## src/rtl/cva6_hpdcache_mem_read_mux_nport_pkg.sv

```systemverilog
// Shared types and helpers for the N-port HPDcache memory read mux.
// A requester port index is carried in the ID bits directly above the requester ID.
// That is how responses find their way back without a routing table.
package cva6_hpdcache_mem_read_mux_nport_pkg;

  localparam int unsigned MEM_ADDR_W = 32;
  localparam int unsigned MEM_DATA_W = 64;
  localparam int unsigned MEM_ID_W   = 8;

  typedef enum logic [1:0] {
    MEM_CMD_READ  = 2'd0,
    MEM_CMD_WRITE = 2'd1,
    MEM_CMD_ATOM  = 2'd2
  } mem_cmd_e;

  typedef struct packed {
    logic [MEM_ADDR_W-1:0] addr;
    logic [7:0]            len;
    logic [2:0]            size;
    logic [MEM_ID_W-1:0]   id;
    mem_cmd_e              command;
    logic [3:0]            atomic;
    logic                  cacheable;
  } mem_req_t;

  typedef struct packed {
    logic [1:0]            error;
    logic [MEM_ID_W-1:0]   id;
    logic [MEM_DATA_W-1:0] data;
    logic                  last;
  } mem_resp_r_t;

  // Width of a counter that has to hold the values 0..max_out inclusive.
  function automatic int unsigned outstanding_cnt_width(int unsigned max_out);
    return $clog2(max_out + 1);
  endfunction

  // Place the port index above the low in_w bits of the requester ID.
  function automatic logic [MEM_ID_W-1:0] tag_id(int unsigned port,
                                                 logic [MEM_ID_W-1:0] in_id,
                                                 int unsigned in_w);
    logic [MEM_ID_W-1:0] mask;
    mask = (MEM_ID_W'(1) << in_w) - MEM_ID_W'(1);
    return (MEM_ID_W'(port) << in_w) | (in_id & mask);
  endfunction

  // Recover the requester ID by dropping everything above the low in_w bits.
  function automatic logic [MEM_ID_W-1:0] untag_id(logic [MEM_ID_W-1:0] id,
                                                   int unsigned in_w);
    logic [MEM_ID_W-1:0] mask;
    mask = (MEM_ID_W'(1) << in_w) - MEM_ID_W'(1);
    return id & mask;
  endfunction

endpackage

```

## src/rtl/cva6_hpdcache_rr_arbiter.sv

```systemverilog
// N-way round-robin arbiter with a request mask and a grant lock.
// The search starts at the pointer.
// The pointer moves past the winner only when the grant is accepted.
// An unaccepted grant stays locked while its requester remains eligible.
module cva6_hpdcache_rr_arbiter #(
  parameter int unsigned N = 3,
  localparam int unsigned IdxW = (N > 1) ? $clog2(N) : 1
) (
  input  logic            clk_i,
  input  logic            rst_ni,
  input  logic [N-1:0]    req_i,
  input  logic [N-1:0]    mask_i,
  input  logic            accept_i,
  output logic [N-1:0]    gnt_o,
  output logic            gnt_valid_o,
  output logic [IdxW-1:0] gnt_idx_o
);

  logic [IdxW-1:0] ptr_q;
  logic            lock_q;
  logic [IdxW-1:0] lock_idx_q;
  logic [N-1:0]    eligible;
  logic            found;
  logic [IdxW-1:0] sel;
  int unsigned     cand;

  // Pick the first eligible requester at or after the pointer; a live lock wins.
  always_comb begin
    eligible = req_i & mask_i;
    found    = 1'b0;
    sel      = '0;
    cand     = 0;
    for (int unsigned i = 0; i < N; i++) begin
      cand = (32'(ptr_q) + i) % N;
      if (!found && eligible[IdxW'(cand)]) begin
        found = 1'b1;
        sel   = IdxW'(cand);
      end
    end
    if (lock_q && eligible[lock_idx_q]) begin
      found = 1'b1;
      sel   = lock_idx_q;
    end
    gnt_o = '0;
    if (found) gnt_o[sel] = 1'b1;
    gnt_valid_o = found;
    gnt_idx_o   = sel;
  end

  // Advance the pointer on acceptance; otherwise hold any pending grant.
  always_ff @(posedge clk_i or negedge rst_ni) begin
    if (!rst_ni) begin
      ptr_q      <= '0;
      lock_q     <= 1'b0;
      lock_idx_q <= '0;
    end else if (accept_i) begin
      ptr_q  <= (sel == IdxW'(N - 1)) ? '0 : sel + IdxW'(1);
      lock_q <= 1'b0;
    end else begin
      lock_q     <= found;
      lock_idx_q <= sel;
    end
  end

endmodule

```

## src/rtl/cva6_hpdcache_mem_read_mux_nport.sv

```systemverilog
// N-port read-request arbiter and response router in front of one memory read channel.
// Handshake rule on every channel: a transfer happens in a cycle where valid and ready
// are both 1; once valid is raised toward memory, the payload holds until ready is seen.
module cva6_hpdcache_mem_read_mux_nport
  import cva6_hpdcache_mem_read_mux_nport_pkg::*;
#(
  parameter int unsigned NumPorts       = 3,
  parameter int unsigned InIdWidth      = 4,
  parameter int unsigned MaxOutstanding = 4,
  localparam int unsigned PortSelWidth  = $clog2(NumPorts),
  localparam int unsigned OutIdWidth    = InIdWidth + PortSelWidth,
  localparam int unsigned CntWidth      = outstanding_cnt_width(MaxOutstanding)
) (
  input  logic                               clk_i,
  input  logic                               rst_ni,
  input  logic        [NumPorts-1:0]         req_valid_i,
  output logic        [NumPorts-1:0]         req_ready_o,
  input  mem_req_t    [NumPorts-1:0]         req_i,
  output logic        [NumPorts-1:0]         resp_valid_o,
  input  logic        [NumPorts-1:0]         resp_ready_i,
  output mem_resp_r_t [NumPorts-1:0]         resp_o,
  output logic                               mem_req_valid_o,
  input  logic                               mem_req_ready_i,
  output mem_req_t                           mem_req_o,
  input  logic                               mem_resp_valid_i,
  output logic                               mem_resp_ready_o,
  input  mem_resp_r_t                        mem_resp_i,
  output logic        [NumPorts-1:0][CntWidth-1:0] outstanding_o,
  output logic                               err_o
);

  logic [NumPorts-1:0]               below_limit;
  logic [NumPorts-1:0]               gnt;
  logic                              gnt_valid;
  logic [PortSelWidth-1:0]           gnt_idx;
  logic                              can_accept;
  logic                              accept;
  mem_req_t                          gnt_req;
  logic                              out_valid_q;
  mem_req_t                          out_req_q;
  logic [NumPorts-1:0][CntWidth-1:0] cnt_q;
  logic [NumPorts-1:0]               inc;
  logic [NumPorts-1:0]               dec;
  logic [PortSelWidth-1:0]           resp_port;
  logic                              resp_port_ok;
  logic                              resp_hs;
  logic                              underflow;
  logic                              err_q;

  // A port at its in-flight limit is masked out of arbitration.
  always_comb begin
    for (int unsigned p = 0; p < NumPorts; p++) begin
      below_limit[p] = cnt_q[p] < CntWidth'(MaxOutstanding);
    end
  end

  cva6_hpdcache_rr_arbiter #(
    .N (NumPorts)
  ) i_rr_arbiter (
    .clk_i       (clk_i),
    .rst_ni      (rst_ni),
    .req_i       (req_valid_i),
    .mask_i      (below_limit),
    .accept_i    (accept),
    .gnt_o       (gnt),
    .gnt_valid_o (gnt_valid),
    .gnt_idx_o   (gnt_idx)
  );

  assign can_accept  = !out_valid_q || mem_req_ready_i;
  assign accept      = can_accept && gnt_valid;
  assign req_ready_o = can_accept ? gnt : '0;

  // Granted request with the port index folded into its ID.
  always_comb begin
    gnt_req    = req_i[gnt_idx];
    gnt_req.id = tag_id(32'(gnt_idx), req_i[gnt_idx].id, InIdWidth);
  end

  // One-entry output register: load on acceptance, empty when drained with nothing new.
  always_ff @(posedge clk_i or negedge rst_ni) begin
    if (!rst_ni) begin
      out_valid_q <= 1'b0;
      out_req_q   <= '0;
    end else if (accept) begin
      out_valid_q <= 1'b1;
      out_req_q   <= gnt_req;
    end else if (mem_req_ready_i) begin
      out_valid_q <= 1'b0;
    end
  end

  assign mem_req_valid_o = out_valid_q;
  assign mem_req_o       = out_req_q;

  assign resp_port    = mem_resp_i.id[OutIdWidth-1:InIdWidth];
  assign resp_port_ok = 32'(resp_port) < NumPorts;

  // Route the response to the port named in its ID; an unknown port is sunk.
  always_comb begin
    resp_valid_o     = '0;
    mem_resp_ready_o = 1'b1;
    for (int unsigned p = 0; p < NumPorts; p++) begin
      resp_o[p]    = mem_resp_i;
      resp_o[p].id = untag_id(mem_resp_i.id, InIdWidth);
      if (resp_port_ok && resp_port == PortSelWidth'(p)) begin
        resp_valid_o[p]  = mem_resp_valid_i;
        mem_resp_ready_o = resp_ready_i[p];
      end
    end
  end

  assign resp_hs = mem_resp_valid_i && mem_resp_ready_o;

  // Per-port counter events and detection of a last beat nobody was waiting for.
  always_comb begin
    underflow = 1'b0;
    for (int unsigned p = 0; p < NumPorts; p++) begin
      inc[p] = accept && gnt[p];
      dec[p] = resp_hs && resp_valid_o[p] && mem_resp_i.last;
      if (dec[p] && cnt_q[p] == '0) underflow = 1'b1;
    end
  end

  // In-flight counters; equal increment and decrement cancel, and zero never wraps.
  always_ff @(posedge clk_i or negedge rst_ni) begin
    if (!rst_ni) begin
      cnt_q <= '0;
    end else begin
      for (int unsigned p = 0; p < NumPorts; p++) begin
        if (inc[p] && !dec[p]) begin
          cnt_q[p] <= cnt_q[p] + CntWidth'(1);
        end else if (dec[p] && !inc[p] && cnt_q[p] != '0) begin
          cnt_q[p] <= cnt_q[p] - CntWidth'(1);
        end
      end
    end
  end

  // Sticky error: set by a response to a nonexistent port or by counter underflow.
  always_ff @(posedge clk_i or negedge rst_ni) begin
    if (!rst_ni) begin
      err_q <= 1'b0;
    end else if ((resp_hs && !resp_port_ok) || underflow) begin
      err_q <= 1'b1;
    end
  end

  assign outstanding_o = cnt_q;
  assign err_o         = err_q;

endmodule

```

## config.mk

```make
export PLATFORM = sky130hd
export DESIGN_NAME = cva6_hpdcache_mem_read_mux_nport
export DESIGN_NICKNAME = d
export VERILOG_FILES = /design/src/rtl/cva6_hpdcache_mem_read_mux_nport_pkg.sv /design/src/rtl/cva6_hpdcache_rr_arbiter.sv /design/src/rtl/cva6_hpdcache_mem_read_mux_nport.sv
export SDC_FILE = /design/constraint.sdc
export NUM_CORES = 1
export LEC_CHECK = 0
export CORE_AREA = 2 2 215 217
export DETAILED_ROUTE_END_ITERATION = 8
export DIE_AREA = 0 0 217 219
export PLACE_DENSITY = 0.49
export SYNTH_ARGS = -nofsm -noshare
export SYNTH_HDL_FRONTEND = slang
export SYNTH_SLANG_ARGS = --single-unit
```

## constraint.sdc

```tcl
create_clock -name clk_i -period 3.65 [get_ports clk_i]
set_input_delay 0.365 -clock clk_i [delete_from_list [all_inputs] [get_ports clk_i]]
set_output_delay 0.365 -clock clk_i [all_outputs]
set_load 0.005 [all_outputs]
```

### Word-level counts from Yosys, hierarchy flattened

Cells that the tools add are included.

* flip-flop bits (word level): 74
* word-level logic and storage cells: 137
* bits of input ports: 259
* output and inout port bits: 301

* reduce and logical (&&, ||, !) cells: 54
* equality and inequality tests: 3
* muxes and demuxes: 41
* $lt $le $gt $ge: 10
* div/mod/pow operators: 3
* bitwise gates (word level): 2
* add/sub/neg operators: 9

Operator list (count)
* $bmux W58 S2: 1
* $mod A32 B2 Y32 const B: 2
* $mux W58: 1
* $mod A2 B2 Y32 const B: 1
* $logic_and A1 B1 Y1: 31
* $mux W3: 8
* $mux W1: 21
* $lt A2 B3 Y1 const B: 5
* $logic_not A1 Y1: 10
* $mux W2: 5
* $add A3 B1 Y3 const B: 3
* $logic_not A3 Y1: 3
* $lt A3 B3 Y1 const B: 3
* $reduce_bool A3 Y1: 3
* $sub A3 B1 Y3 const B: 3
* $bmux W1 S2: 4
* $reduce_bool A2 Y1: 4
* $or A6 B4 Y6: 1
* $eq A2 B2 Y1 const B: 2
* $add A2 B1 Y3 const B: 1
* $add A2 B2 Y3 const B: 1
* $and A3 B3 Y3: 1
* $add A2 B1 Y2 const B: 1
* $demux W1 S2: 1
* 5 further kinds: 6

### Logic depth before layout (Yosys ltp)

Gate-level depths: netlist of the first run.

* word-level depth: 23
* mapped depth: 15
* mapped depth without buffers: 13

### Hierarchy

Synthesis of the first run repeated with hierarchy kept, for this count alone.

* cells, all modules: 740
* area total of the unflattened synthesis: 6147.1 um2

By module, submodules not included
* cva6_hpdcache_mem_read_mux_nport: instances 1, cells each 676, sequential area each 1676.6 um2, area each 5611.6 um2
* cva6_hpdcache_rr_arbiter: instances 1, cells each 64, sequential area each 125.1 um2, area each 535.5 um2

### Least setup slack after synthesis of the first run

OpenSTA, ideal clock, no wires.

* kind: reg-to-reg
* start: register i_rr_arbiter.ptr_q[0]
* end: register cnt_q (netlist bit outstanding_o[5])
* clock period less this slack: 3.426 ns
* data required time: 3.581 ns
* path buffers: 0
* arrival: 3.358 ns
* library setup time: 0.069 ns
* cell stages (with the launch flop): 14
* slack: 0.224 ns
* path through: dfrtp_1 inv_1 ha_1 nor4bb_1 or4_4 nor4_2 o21ba_2 nor4_4 nand2_1 fa_1 nor2_1 o21ai_0 or3_1 nand3_1

* cells in the longest elaborated chain, start to end: 21
* elaborated cells between the ends (all ways): 37
* classes of those cells: 2 x add/sub; 3 x div; 2 x order compare; 18 x mux; 12 x reduce/logical

Ends and longest elaborated chain
* start: declaration: line cva6_hpdcache_rr_arbiter.sv:19 `logic [IdxW-1:0] ptr_q;`
* start signal: assignment: line cva6_hpdcache_rr_arbiter.sv:57 `ptr_q <= (sel == IdxW'(N - 1)) ? '0 : sel + IdxW'(1);`
* parallel branches: the longest is 16 deep, another holds $mod A32 B2 Y32
* $logic_and A1 B1 Y1 *: line cva6_hpdcache_mem_read_mux_nport.sv:119 `inc[p] = accept && gnt[p];`
* $logic_not A1 Y1: line cva6_hpdcache_mem_read_mux_nport.sv:133 `end else if (dec[p] && !inc[p] && cnt_q[p] != '0) begin`
* $logic_and A1 B1 Y1 (2 in a row): line cva6_hpdcache_mem_read_mux_nport.sv:133
* $reduce_bool A2 Y1 (no line)
* end signal: indexed assignment: line cva6_hpdcache_mem_read_mux_nport.sv:132 `cnt_q[p] <= cnt_q[p] + CntWidth'(1);`
* end signal: indexed assignment: line cva6_hpdcache_mem_read_mux_nport.sv:134 `cnt_q[p] <= cnt_q[p] - CntWidth'(1);`
* end: declaration: line cva6_hpdcache_mem_read_mux_nport.sv:41 `logic [NumPorts-1:0][CntWidth-1:0] cnt_q;`

Mark *: on every way between the ends. The select of a mux whose other input is x is not followed.
A chain may end at the register's enable or synchronous reset.

### Worst setup path in the final report of the first run

* start: register i_rr_arbiter.ptr_q[0]
* end: register cnt_q (netlist bit outstanding_o[7])

The elaborated chain is that of the path after synthesis.

==> qor.yml, run 1 <==
outcome:
  status: "finished clean"
floorplan:
  num_rows: 78
  die-area_um2: 47500
  dieHeight_um: 219
  die_x_um: 217
  io_pins: 560
  fp.coreArea_um2: 45100
  start_util_pct: 14.3
timing:
  post-route-min-period_ns: 3.32
  max-slew-margin-rel_pct: 43.6
  fmax_ghz: 0.301
  slew_violations: 0
  finClkSkew_ns: 0.00924
  hold_viol_final: 0
  setup_viol: 0
  worstMarginPinSlew_ns: 0.847
  fin_crit_sh_pct: 91.0
layout:
  fin_nets: 1109
  drive_gt1_share_pct: 13.9
  fin_util_pct: 18.9
  area_growth_pct: 32.5
  finalNonFillerCells: 1450
logic_synthesis:
  synth_edf_count: 0
  synth-seq-cells: 72
  synth_area_um2: 6440
  syn-mean-instance-area_um2: 7.82
  ys_warn_count: 0
  syn_inst: 824
  yosys_most_used_dff: "dfrtp_1"
  async_flop_share_pct: 100
  synth_cell_types: 55
  yosysSeqAreaShare_pct: 28.0
setup_path:
  r2r_cells: 13
  worstPathArrival_ns: 3.58
  worstPathMaxFanout: 7
  end_kind: "register"
  startpoint_type: "register"
  cp.required_ns: 3.90
  crit_type: "register to register"
power:
  p_per_area_nw_per_um2: 750
  vdd_drop_max_v: 0.000393
  p_leak_uw: 0.00321
  totalPowerFinal_uw: 6400
  intPower_uw: 3840
  seqPwrFrac_pct: 23.5
  power_switching_uw: 2560
  power.share.clock_pct: 18.1
  swShare_pct: 40.0
  combPwrFrac_pct: 58.4
clock_network:
  ctsHoldBuffers: 0
  cts_tree: "yes"
  cts-htree-levels: 3
  clock_latency_ns: 0.38
  cts_num_sinks: 72
  clk_path_buf_depth: 2
  clk_pin_slew_ns: 0.06
  numCtsBuffers: 9
  root_buffer: "clkbuf_16"
grt:
  gr-usage-met3_pct: 4.86
  grt-busiest-layer: "met2"
  grtUsageMet2_pct: 15.1
  grt_usage_pct: 9.77
  grt_max_degree: 71
  grt_first_pass_wirelength_um: 34300
  met1_usage_pct: 10.4
  grt_pass1_vias: 5719
  antenna_found_initial: 1
  grt_overflow_total: 0
drt:
  wl_per_cell_um: 16.1
  via_count: 5654
  antenna_left: 0
  first_iter_violations: 321
  drc: 0
  routed_wl_um: 23400
  first_pass_iters: 5
  vias_per_cell: 3.90
placement:
  dp_hpwl_um: 17100
  dp.cells: 1426
  port_buffers: 251
  place.gp.congestion: 0.796
job:
  maxCapViolations: 0
min_path:
  min_path_type: "input pin to async pin"
[flip-flops by register name, indices dropped and copies added (netlist names)]
signal,cells
mem_req_o,56
i_rr_arbiter.ptr_q,2
mem_req_valid_o,1
err_o,1
i_rr_arbiter.lock_idx_q,2
i_rr_arbiter.lock_q,1
outstanding_o,9
[routing by layer]
layer / part of all wire, % / vias to the layer above
met1: 39 / 2612
met2: 45 / 318
li1: - / 2627
met3: 10 / 93
met4: 5.4 / 4
met5: 0.32 / -
[cells in the final DEF, fill, tap and decap left out, drive strengths merged, types with 4 or more instances in the layout]
| master | count |
|---|---|
| or3 | 4 |
| nor4 | 4 |
| nor2b | 4 |
| a21oi | 6 |
| nand3 | 61 |
| dfrtp | 72 |
| nor4bb | 6 |
| and3 | 4 |
| clkbuf | 12 |
| nand2 | 70 |
| buf | 26 |
| inv | 10 |
| a31o | 54 |
| conb | 14 |
| clkdlybuf4s50 | 247 |
| nor3b | 4 |
| nor2 | 71 |
| o21ai | 123 |
| bufinv | 4 |
[stage by stage]
stage               setup WS (ns)  cell area (µm²)  setup TNS, ns  hold WS (ns)
finish                      0.328             8530              0        0.0936
global route             -0.00193             8530       -0.00193         0.135
floorplan                   0.224             6490              0        0.0694
CTS                       0.00131             8470              0        0.0998
global placement           0.0842             8060              0         0.462
detailed placement         0.0977             8060              0         0.472
[synthesized netlist by cell type (3+ instances only)]
master / instances / share of area (%)
a21oi_1: 6 / 0.47
a31o_2: 54 / 7.3
and3_1: 4 / 0.39
buf_2: 12 / 0.93
buf_4: 231 / 27
clkbuf_1: 38 / 2.2
dfrtp_1: 72 / 28
fa_1: 3 / 0.93
ha_1: 3 / 0.58
inv_1: 10 / 0.58
mux2_2: 3 / 0.52
nand2_1: 70 / 4.1
nand3_1: 61 / 4.7
nor2_1: 70 / 4.1
nor2b_1: 4 / 0.39
nor3b_1: 3 / 0.35
nor4bb_1: 6 / 0.93
o21ai_0: 104 / 8.1
o21ai_1: 19 / 1.5
o22ai_1: 3 / 0.29
or3_1: 4 / 0.39
xnor2_1: 3 / 0.41
[logic make-up (layout without fill, tap and decap cells)]
group	count (synthesis)	in the layout	share of synthesized area, %
compound gates	208	208	21.0
flops	72	72	28.0
buf+inv	291	303	30.6
xor+xnor	3	3	0.408
mux	5	5	0.835
other cells	1	15	0.0582
fa+ha+maj	6	6	1.51
simple gates	238	238	17.6
[cell type report]
class                      count  area (µm²)
fill                        5123       36600
antenna                        1        2.50
inverter                      10        37.5
clock inverter                 5         128
sequential                    72        1800
multi-input combinational    474        2810
timing repair buffer         277        2760
clock buffer                  11         243
tap                          600         751
[worst max-delay path, stage by stage, from the launching register on]
cell,delay [ns]
dfrtp_1,0.38
buf_4,0.15
ha_4,0.17
clkbuf_2,0.14
or3b_1,0.40
a21oi_2,0.19
nor2_1,0.11
a32o_4,0.38
nor3b_1,0.34
inv_1,0.10
fa_1,0.45
mux2_2,0.27
nand2_1,0.06
o21ai_0,0.06
[power by group through the flow]
stage               combinational, µW  sequential, µW  clock, µW
global route                     4180            1580       1260
global placement                 3670            1510          0
floorplan                        2170            1480          0
CTS                              3740            1520       1230
finish                           3740            1510       1160
detailed placement               3690            1520          0
[worst paths after layout]
path                                                        start                            to  slack (ns)
worst max-delay path            i_rr_arbiter.ptr_q[0]$_DFFE_PN0P_  outstanding_o[7]$_DFFE_PN0P_        0.33
max in group asynchronous                                  rst_ni     mem_req_o[41]$_DFFE_PN0P_        2.77
min in group clk_i                      mem_req_o[49]$_DFFE_PN0P_     mem_req_o[49]$_DFFE_PN0P_        0.48
worst min register to register          mem_req_o[49]$_DFFE_PN0P_     mem_req_o[49]$_DFFE_PN0P_        0.48
worst max register to register  i_rr_arbiter.ptr_q[0]$_DFFE_PN0P_  outstanding_o[7]$_DFFE_PN0P_        0.33
worst min-delay path                                       rst_ni     mem_req_o[20]$_DFFE_PN0P_        0.09
[what timing repair did]
item | 4_1_cts | 5_1_grt
gates resized for setup | 5 | 7
setup buffers | 2 | 5
setup endpoints to repair | 2 | 3
pin swaps | 1 | 5
Power figures use the tool's default switching activity.
==> run 2, diff against run 1 <==
--- a/config.mk
+++ b/config.mk
@@ -5,10 +5,11 @@
 export SDC_FILE = /design/constraint.sdc
 export NUM_CORES = 1
 export LEC_CHECK = 0
-export CORE_AREA = 2 2 215 217
+export CORE_AREA = 2 2 219 221
 export DETAILED_ROUTE_END_ITERATION = 8
-export DIE_AREA = 0 0 217 219
-export PLACE_DENSITY = 0.49
+export DIE_AREA = 0 0 221 223
+export PLACE_DENSITY = 0.48
+export REMOVE_ABC_BUFFERS = 1
 export SYNTH_ARGS = -nofsm -noshare
 export SYNTH_HDL_FRONTEND = slang
 export SYNTH_SLANG_ARGS = --single-unit
==> qor.yml, run 2 (synthesis results as in run 1) <==
layout:
  fin_nets: 1107  # -0.18%
  drive_gt1_share_pct: 13.6  # -0.32 points
  final_area_um2: 8400  # -1.6%
  finalNonFillerCells: 1463  # +0.90%
  final_cell_mix: "249 x clkdlybuf4s50_1, 104 x o21ai_0, 72 x dfrtp_1"
  area_growth_pct: 30.4
  layout_commonest_cell: "clkdlybuf4s50_1"
  largest_reg_flops: 56  # unchanged
clock_network:
  cts_tree: "yes"
  cts-htree-levels: 3  # unchanged
  cts_num_sinks: 72  # unchanged
  clock_latency_ns: 0.37  # about the same
  ctsHoldBuffers: 0  # unchanged
  root_buffer: "clkbuf_16"
  numCtsBuffers: 9  # unchanged
  clk_pin_slew_ns: 0.06  # about the same
  clk_path_buf_depth: 2  # unchanged
setup_path:
  timing.critical_path.cells: "inv_1 > ha_2 > buf_4 > or3b_4 > a21oi_4 > buf_4 > nor3b_2 > a2bb2oi_2 > a211oi_4 > buf_6 > clkdlybuf4s50_1"
  crit_type: "register to output pin"
  slowest_stage: "clkdlybuf4s50_1"
  path_delay_family: "buffers and inverters"
  end_kind: "output pin"
  worstPathMaxFanout: 8  # +1
  cp.required_ns: 3.28  # -0.62 ns
  startpoint_type: "register"
  cpPeakStageDelay_ns: 0.52  # +0.07 ns
  worstPathArrival_ns: 3.15  # -0.43 ns
  path_buf_inv: 5  # +2
  crit_top_cell: "buf_4"
min_path:
  min_path_type: "input pin to async pin"
placement:
  place.gp.congestion: 0.854  # +7.3%
  postPlaceCellArea_um2: 8040  # -0.23%
  dp.cells: 1441  # +1.1%
  port_buffers: 251  # unchanged
  dp_hpwl_um: 36700  # +110%
floorplan:
  die-area_um2: 49300  # +3.7%
  num_rows: 80  # +2.6%
  fp.coreArea_um2: 47100  # +4.6%
  die_x_um: 221  # +1.8%
  dieHeight_um: 223  # +1.8%
  io_pins: 560  # unchanged
  start_util_pct: 13.7  # -0.62 points
drt:
  first_iter_violations: 333  # +3.7%
  vias_per_cell: 4.15  # +6.4%
  via_count: 6068  # +7.3%
  antenna_left: 0  # unchanged
  routed_wl_um: 44400  # +90%
  wl_per_cell_um: 30.4  # +88%
  first_pass_iters: 4  # -1
  drc: 0  # unchanged
timing:
  setup_viol: 0  # unchanged
  max-slew-margin-rel_pct: 38.6  # -5.0 points
  slew_violations: 0  # unchanged
  fin_crit_sh_pct: 96.2  # +5.2 points
  finClkSkew_ns: 0.00781  # -0.00143 ns
  hold_viol_final: 0  # unchanged
  post-route-min-period_ns: 3.51  # +0.189 ns
  worstMarginPinSlew_ns: 0.921  # +0.0745 ns
  rsz0062_at_grt: "false"
  fmax_ghz: 0.285  # -5.4%
grt:
  grt_pass1_vias: 5810  # +1.6%
  grt_first_pass_wirelength_um: 57500  # +68%
  grt_max_degree: 80  # +13%
  antenna_found_initial: 1  # unchanged
  grt_overflow_total: 0  # unchanged
  grt_usage_pct: 17.6  # +7.9 points
power:
  p_leak_uw: 0.00311  # -3.1%
  p_per_area_nw_per_um2: 719  # -4.2%
  vdd_drop_max_v: 0.000328  # -16%
outcome:
  status: "finished clean"
job:
  maxCapViolations: 0  # unchanged
[run 2: cell count changes in the layout (fill, tap and decap cells not counted), moves of 2 or more]
| cell | previous run | this run |
|---|---|---|
| clkinv_2 | 0 | 2 |
| clkbuf_1 | 1 | 3 |
| clkdlybuf4s50_1 | 247 | 249 |
| dlymetal6s2s_1 | 3 | 1 |
| bufinv_16 | 4 | 0 |
| ha_2 | 0 | 2 |
| ha_4 | 2 | 0 |
| buf_12 | 4 | 1 |
| buf_4 | 21 | 23 |
[run 2: path summary, 6_finish.rpt]
| check | startpoint | end | slack [ns] | depth (start not counted) |
|---|---|---|---|---|
| max | i_rr_arbiter.ptr_q[1]$_DFFE_PN0P_ | req_ready_o[0] | 0.14 | 11 |
| min | rst_ni | mem_req_o[10]$_DFFE_PN0P_ | 0.07 | 1 |
| max reg2reg | outstanding_o[8]$_DFFE_PN0P_ | outstanding_o[5]$_DFFE_PN0P_ | 0.29 | 12 |
| min reg2reg | mem_req_o[32]$_DFFE_PN0P_ | mem_req_o[32]$_DFFE_PN0P_ | 0.48 | 2 |
| max in group asynchronous | rst_ni | outstanding_o[6]$_DFFE_PN0P_ | 2.75 | 2 |
| min in group clk_i | mem_req_o[32]$_DFFE_PN0P_ | mem_req_o[32]$_DFFE_PN0P_ | 0.48 | 2 |
[run 2: per-layer routing]
metal / global-route usage [%] / routed length, µm
met1: 13.4 / 12300
met2: 27.0 / 19500
met3: 18.6 / 9570
met4: 9.35 / 2650
met5: 7.53 / 448
[run 2: report_power, final]
part	leakage, µW	switching [µW]	internal [µW]
clock network	0.000130	392	477
registers	0.000880	313	1200
logic	0.00210	1840	1810
[run 2: final cells by class]
cell class | count | area [µm²]
Fill cell | 5336 | 38700
Clock buffer | 13 | 250
Timing Repair Buffer | 275 | 2710
Antenna cell | 1 | 2.50
Multi-Input combinational cell | 474 | 2810
Inverter | 10 | 37.5
Tap cell | 615 | 769
Sequential cell | 72 | 1800
Clock inverter | 3 | 17.5
[run 2: timing repair]
action,4_1_cts,5_1_grt
pin swaps,3,2
endpoints found under the hold margin,0,0
resized for setup,6,5
setup endpoints to repair,3,3
setup buffers,2,3
[run 2: stage by stage]
| stage | setup TNS (ns) | util, % | total power, µW | hold WS [ns] | setup slack (ns) |
|---|---|---|---|---|---|
| global route | 0 | 17.8 | 6550 | 0.123 | 0.000363 |
| global placement | 0 | 17.0 | 5130 | 0.462 | 0.0186 |
| detailed placement | 0 | 17.0 | 5170 | 0.469 | 0.0279 |
| floorplan | -35.26 | - | 3320 | 0.0694 | -1.28 |
| CTS | 0 | 17.7 | 6140 | 0.0897 | 0.00325 |
| finish | 0 | 17.8 | 6040 | 0.0687 | 0.139 |
==> run 3, diff against run 2 <==
--- a/config.mk
+++ b/config.mk
@@ -5,11 +5,12 @@
 export SDC_FILE = /design/constraint.sdc
 export NUM_CORES = 1
 export LEC_CHECK = 0
-export CORE_AREA = 2 2 219 221
+export CORE_AREA = 2 2 220 222
 export DETAILED_ROUTE_END_ITERATION = 8
-export DIE_AREA = 0 0 221 223
-export PLACE_DENSITY = 0.48
+export DIE_AREA = 0 0 222 224
+export PLACE_DENSITY = 0.47
 export REMOVE_ABC_BUFFERS = 1
 export SYNTH_ARGS = -nofsm -noshare
 export SYNTH_HDL_FRONTEND = slang
+export SYNTH_HIERARCHICAL = 1
 export SYNTH_SLANG_ARGS = --single-unit
==> qor.yml, run 3 <==
logic_synthesis:
  synth_cell_types: 55  # unchanged
  synth_area_um2: 6150  # -4.6%
  synth_top_area_share_pct: 29.3  # +1.3 points
  ys_warn_count: 6  # +6
  yosys.area.top_type: "dfrtp_1"
  yosys_most_used_dff: "dfrtp_1"
  async_flop_share_pct: 100  # unchanged
  syn-mean-instance-area_um2: 8.31  # +6.2%
  syn_inst: 740  # -10%
  synth.top_cells.by_area: "dfrtp_1 29%, buf_4 28%, mux2i_1 9.9%"
  synth.most_common_cell: "buf_4"
  yosysSeqAreaShare_pct: 29.3  # +1.3 points
  synth_edf_count: 0  # unchanged
  synth-seq-cells: 72  # unchanged
  synth_common_cells: "232 x buf_4, 72 x dfrtp_1, 66 x nand2_1"
setup_path:
  startpoint_type: "register"
  worstPathMaxFanout: 9  # +1
  cp.required_ns: 3.28  # about the same
  path_buf_inv: 2  # -3
  path_depth: 8  # -3
  timing.critical_path.cells: "inv_1 > ha_1 > nand4b_1 > nand4_1 > o221a_2 > a21oi_1 > and2_1 > clkdlybuf4s50_1"
  r2r_cells: 14  # +2
  cpPeakStageDelay_ns: 0.52  # about the same
  slowest_stage: "clkdlybuf4s50_1"
  end_kind: "output pin"
  worstPathArrival_ns: 3.06  # -0.09 ns
  crit_type: "register to output pin"
  path_delay_family: "compound AO/OA/AOI/OAI gates"
floorplan:
  dieHeight_um: 224  # +0.45%
  start_util_pct: 13.0  # -0.68 points
  io_pins: 560  # unchanged
  die-area_um2: 49700  # +0.90%
  die_x_um: 222  # +0.45%
  fp.coreArea_um2: 47300  # +0.42%
  num_rows: 80  # unchanged
clock_network:
  numCtsBuffers: 9  # unchanged
  cts_num_sinks: 72  # unchanged
  cts_tree: "yes"
  cts_setup_buffers: 0  # -2
  root_buffer: "clkbuf_16"
  clock_latency_ns: 0.38  # about the same
  cts-htree-levels: 3  # unchanged
  clk_path_buf_depth: 2  # unchanged
  clk_pin_slew_ns: 0.06  # about the same
timing:
  setup_viol: 0  # unchanged
  fin_setup_tns_ns: 0  # unchanged
  fin_ws_ns: 0.227  # +0.0882 ns
  post-route-min-period_ns: 3.42  # -0.0882 ns
  rsz0062_at_grt: "false"
  fmax_ghz: 0.292  # +2.6%
  worstMarginPinSlew_ns: 0.812  # -0.109 ns
  slew_violations: 0  # unchanged
  finClkSkew_ns: 0.00761  # -0.000203 ns
  fin_crit_sh_pct: 93.8  # -2.4 points
  max-slew-margin-rel_pct: 45.9  # +7.3 points
  hold_viol_final: 0  # unchanged
layout:
  drive_gt1_share_pct: 6.09  # -7.5 points
  diodes: 0  # -1
  layout_commonest_cell: "clkdlybuf4s50_1"
  largest_reg_flops: 56  # unchanged
  final_area_um2: 8160  # -2.8%
  fin_util_pct: 17.2  # -0.58 points
  area_growth_pct: 32.7
  final_cell_mix: "250 x clkdlybuf4s50_1, 72 x dfrtp_1, 64 x nand2_1"
  fin_nets: 1033  # -6.7%
power:
  vdd_drop_max_v: 0.000369  # +12%
  totalPowerFinal_uw: 7210  # +19%
  p_per_area_nw_per_um2: 883  # +23%
  p_leak_uw: 0.00316  # +1.6%
drt:
  vias_per_cell: 3.82  # -7.9%
  drc: 0  # unchanged
  routed_wl_um: 41100  # -7.6%
  first_iter_violations: 322  # -3.3%
  first_pass_iters: 4  # unchanged
  wl_per_cell_um: 29.6  # -2.5%
  via_count: 5297  # -13%
  antenna_left: 0  # unchanged
min_path:
  holdPathStages: 2
  min_path_type: "register to register"
grt:
  grt_first_pass_wirelength_um: 52200  # -9.3%
  antenna_found_initial: 0  # -1
  grt_overflow_total: 0  # unchanged
  grt_max_degree: 111  # +39%
  grt_pass1_vias: 5116  # -12%
  grt_usage_pct: 16.3  # -1.3 points
job:
  maxCapViolations: 0  # unchanged
placement:
  postPlaceCellArea_um2: 7780  # -3.2%
  dp_hpwl_um: 34700  # -5.5%
  place.gp.congestion: 0.848  # -0.76%
  preCtsSetupSlack_ns: 0.0884  # +0.0605 ns
  port_buffers: 251  # unchanged
outcome:
  status: "finished clean"
[run 3: final timing paths]
kind / startpoint / endpoint / slack (ns)
min reg2reg: mem_req_o[4]$_DFFE_PN0N_ / mem_req_o[4]$_DFFE_PN0N_ / 0.48
min in group asynchronous: rst_ni / mem_req_o[41]$_DFFE_PN0N_ / 0.50
max: i_rr_arbiter/ptr_q[0]$_DFFE_PN0P_ / req_ready_o[2] / 0.23
min: mem_req_o[4]$_DFFE_PN0N_ / mem_req_o[4]$_DFFE_PN0N_ / 0.48
max in group asynchronous: rst_ni / mem_req_o[42]$_DFFE_PN0N_ / 2.45
max reg2reg: i_rr_arbiter/ptr_q[0]$_DFFE_PN0P_ / outstanding_o[2]$_DFFE_PN0P_ / 0.39
[run 3: worst reg2reg max path, delay by kind of cell (launching register included)]
kind	cells	cell delay [ns]
AO/OA/AOI/OAI	3	0.52
AND/OR/NAND/NOR	7	1.28
XOR/XNOR	1	0.14
buffers and inverters	1	0.07
flip-flops	1	0.37
adder cells (fa/ha/maj)	2	0.82
[run 3: logic make-up after synthesis]
| kind of cell | count (synthesis) | synth area share (%) |
|---|---|---|
| adder cells (fa/ha/maj) | 6 | 1.59 |
| buffers and inverters | 274 | 31.1 |
| multiplexers | 64 | 10.5 |
| XOR/XNOR | 6 | 0.855 |
| other | 1 | 0.0610 |
| AND/OR/NAND/NOR | 176 | 13.5 |
| AO/OA/AOI/OAI | 141 | 13.1 |
| flip-flops | 72 | 29.3 |
[run 3: what timing repair did]
action / 4_1_cts / 5_1_grt
endpoints found under the setup margin: 0 / 1
gates resized for setup: 0 / 1
endpoints found under the hold margin: 32 / 0
hold buffers: 1 / 0
[run 3: metal layers]
metal,vias to the layer above,global-route usage (%),routed length [µm]
li1,2295,-,-
met4,7,10.4,2660
met3,63,19.0,9690
met5,-,6.65,433
met1,2335,11.3,10800
met2,597,24.2,17400
[run 3: stage by stage]
step,instances,hold slack (ns)
2_1_floorplan,492,0.0694
3_3_place_gp,1371,0.396
3_5_place_dp,1371,0.396
4_1_cts,1387,0.485
5_1_grt,1387,0.510
6_report,1387,0.479
[run 3: power by group]
group	switching, µW	leakage (µW)	internal (µW)	total, µW
clock	399	0.000179	753	1150
combinational	2430	0.00210	2140	4570
sequential	264	0.000881	1230	1490
total	3090	0.00316	4120	7210
[run 3: layout make-up]
class                      instances  area (µm²)
fill                            5375       39200
timing repair buffer             265        2660
multi-input combinational        407        2510
sequential                        72        1800
tap                              615         769
clock buffer                      10         239
clock inverter                     5         129
inverter                          13        53.8
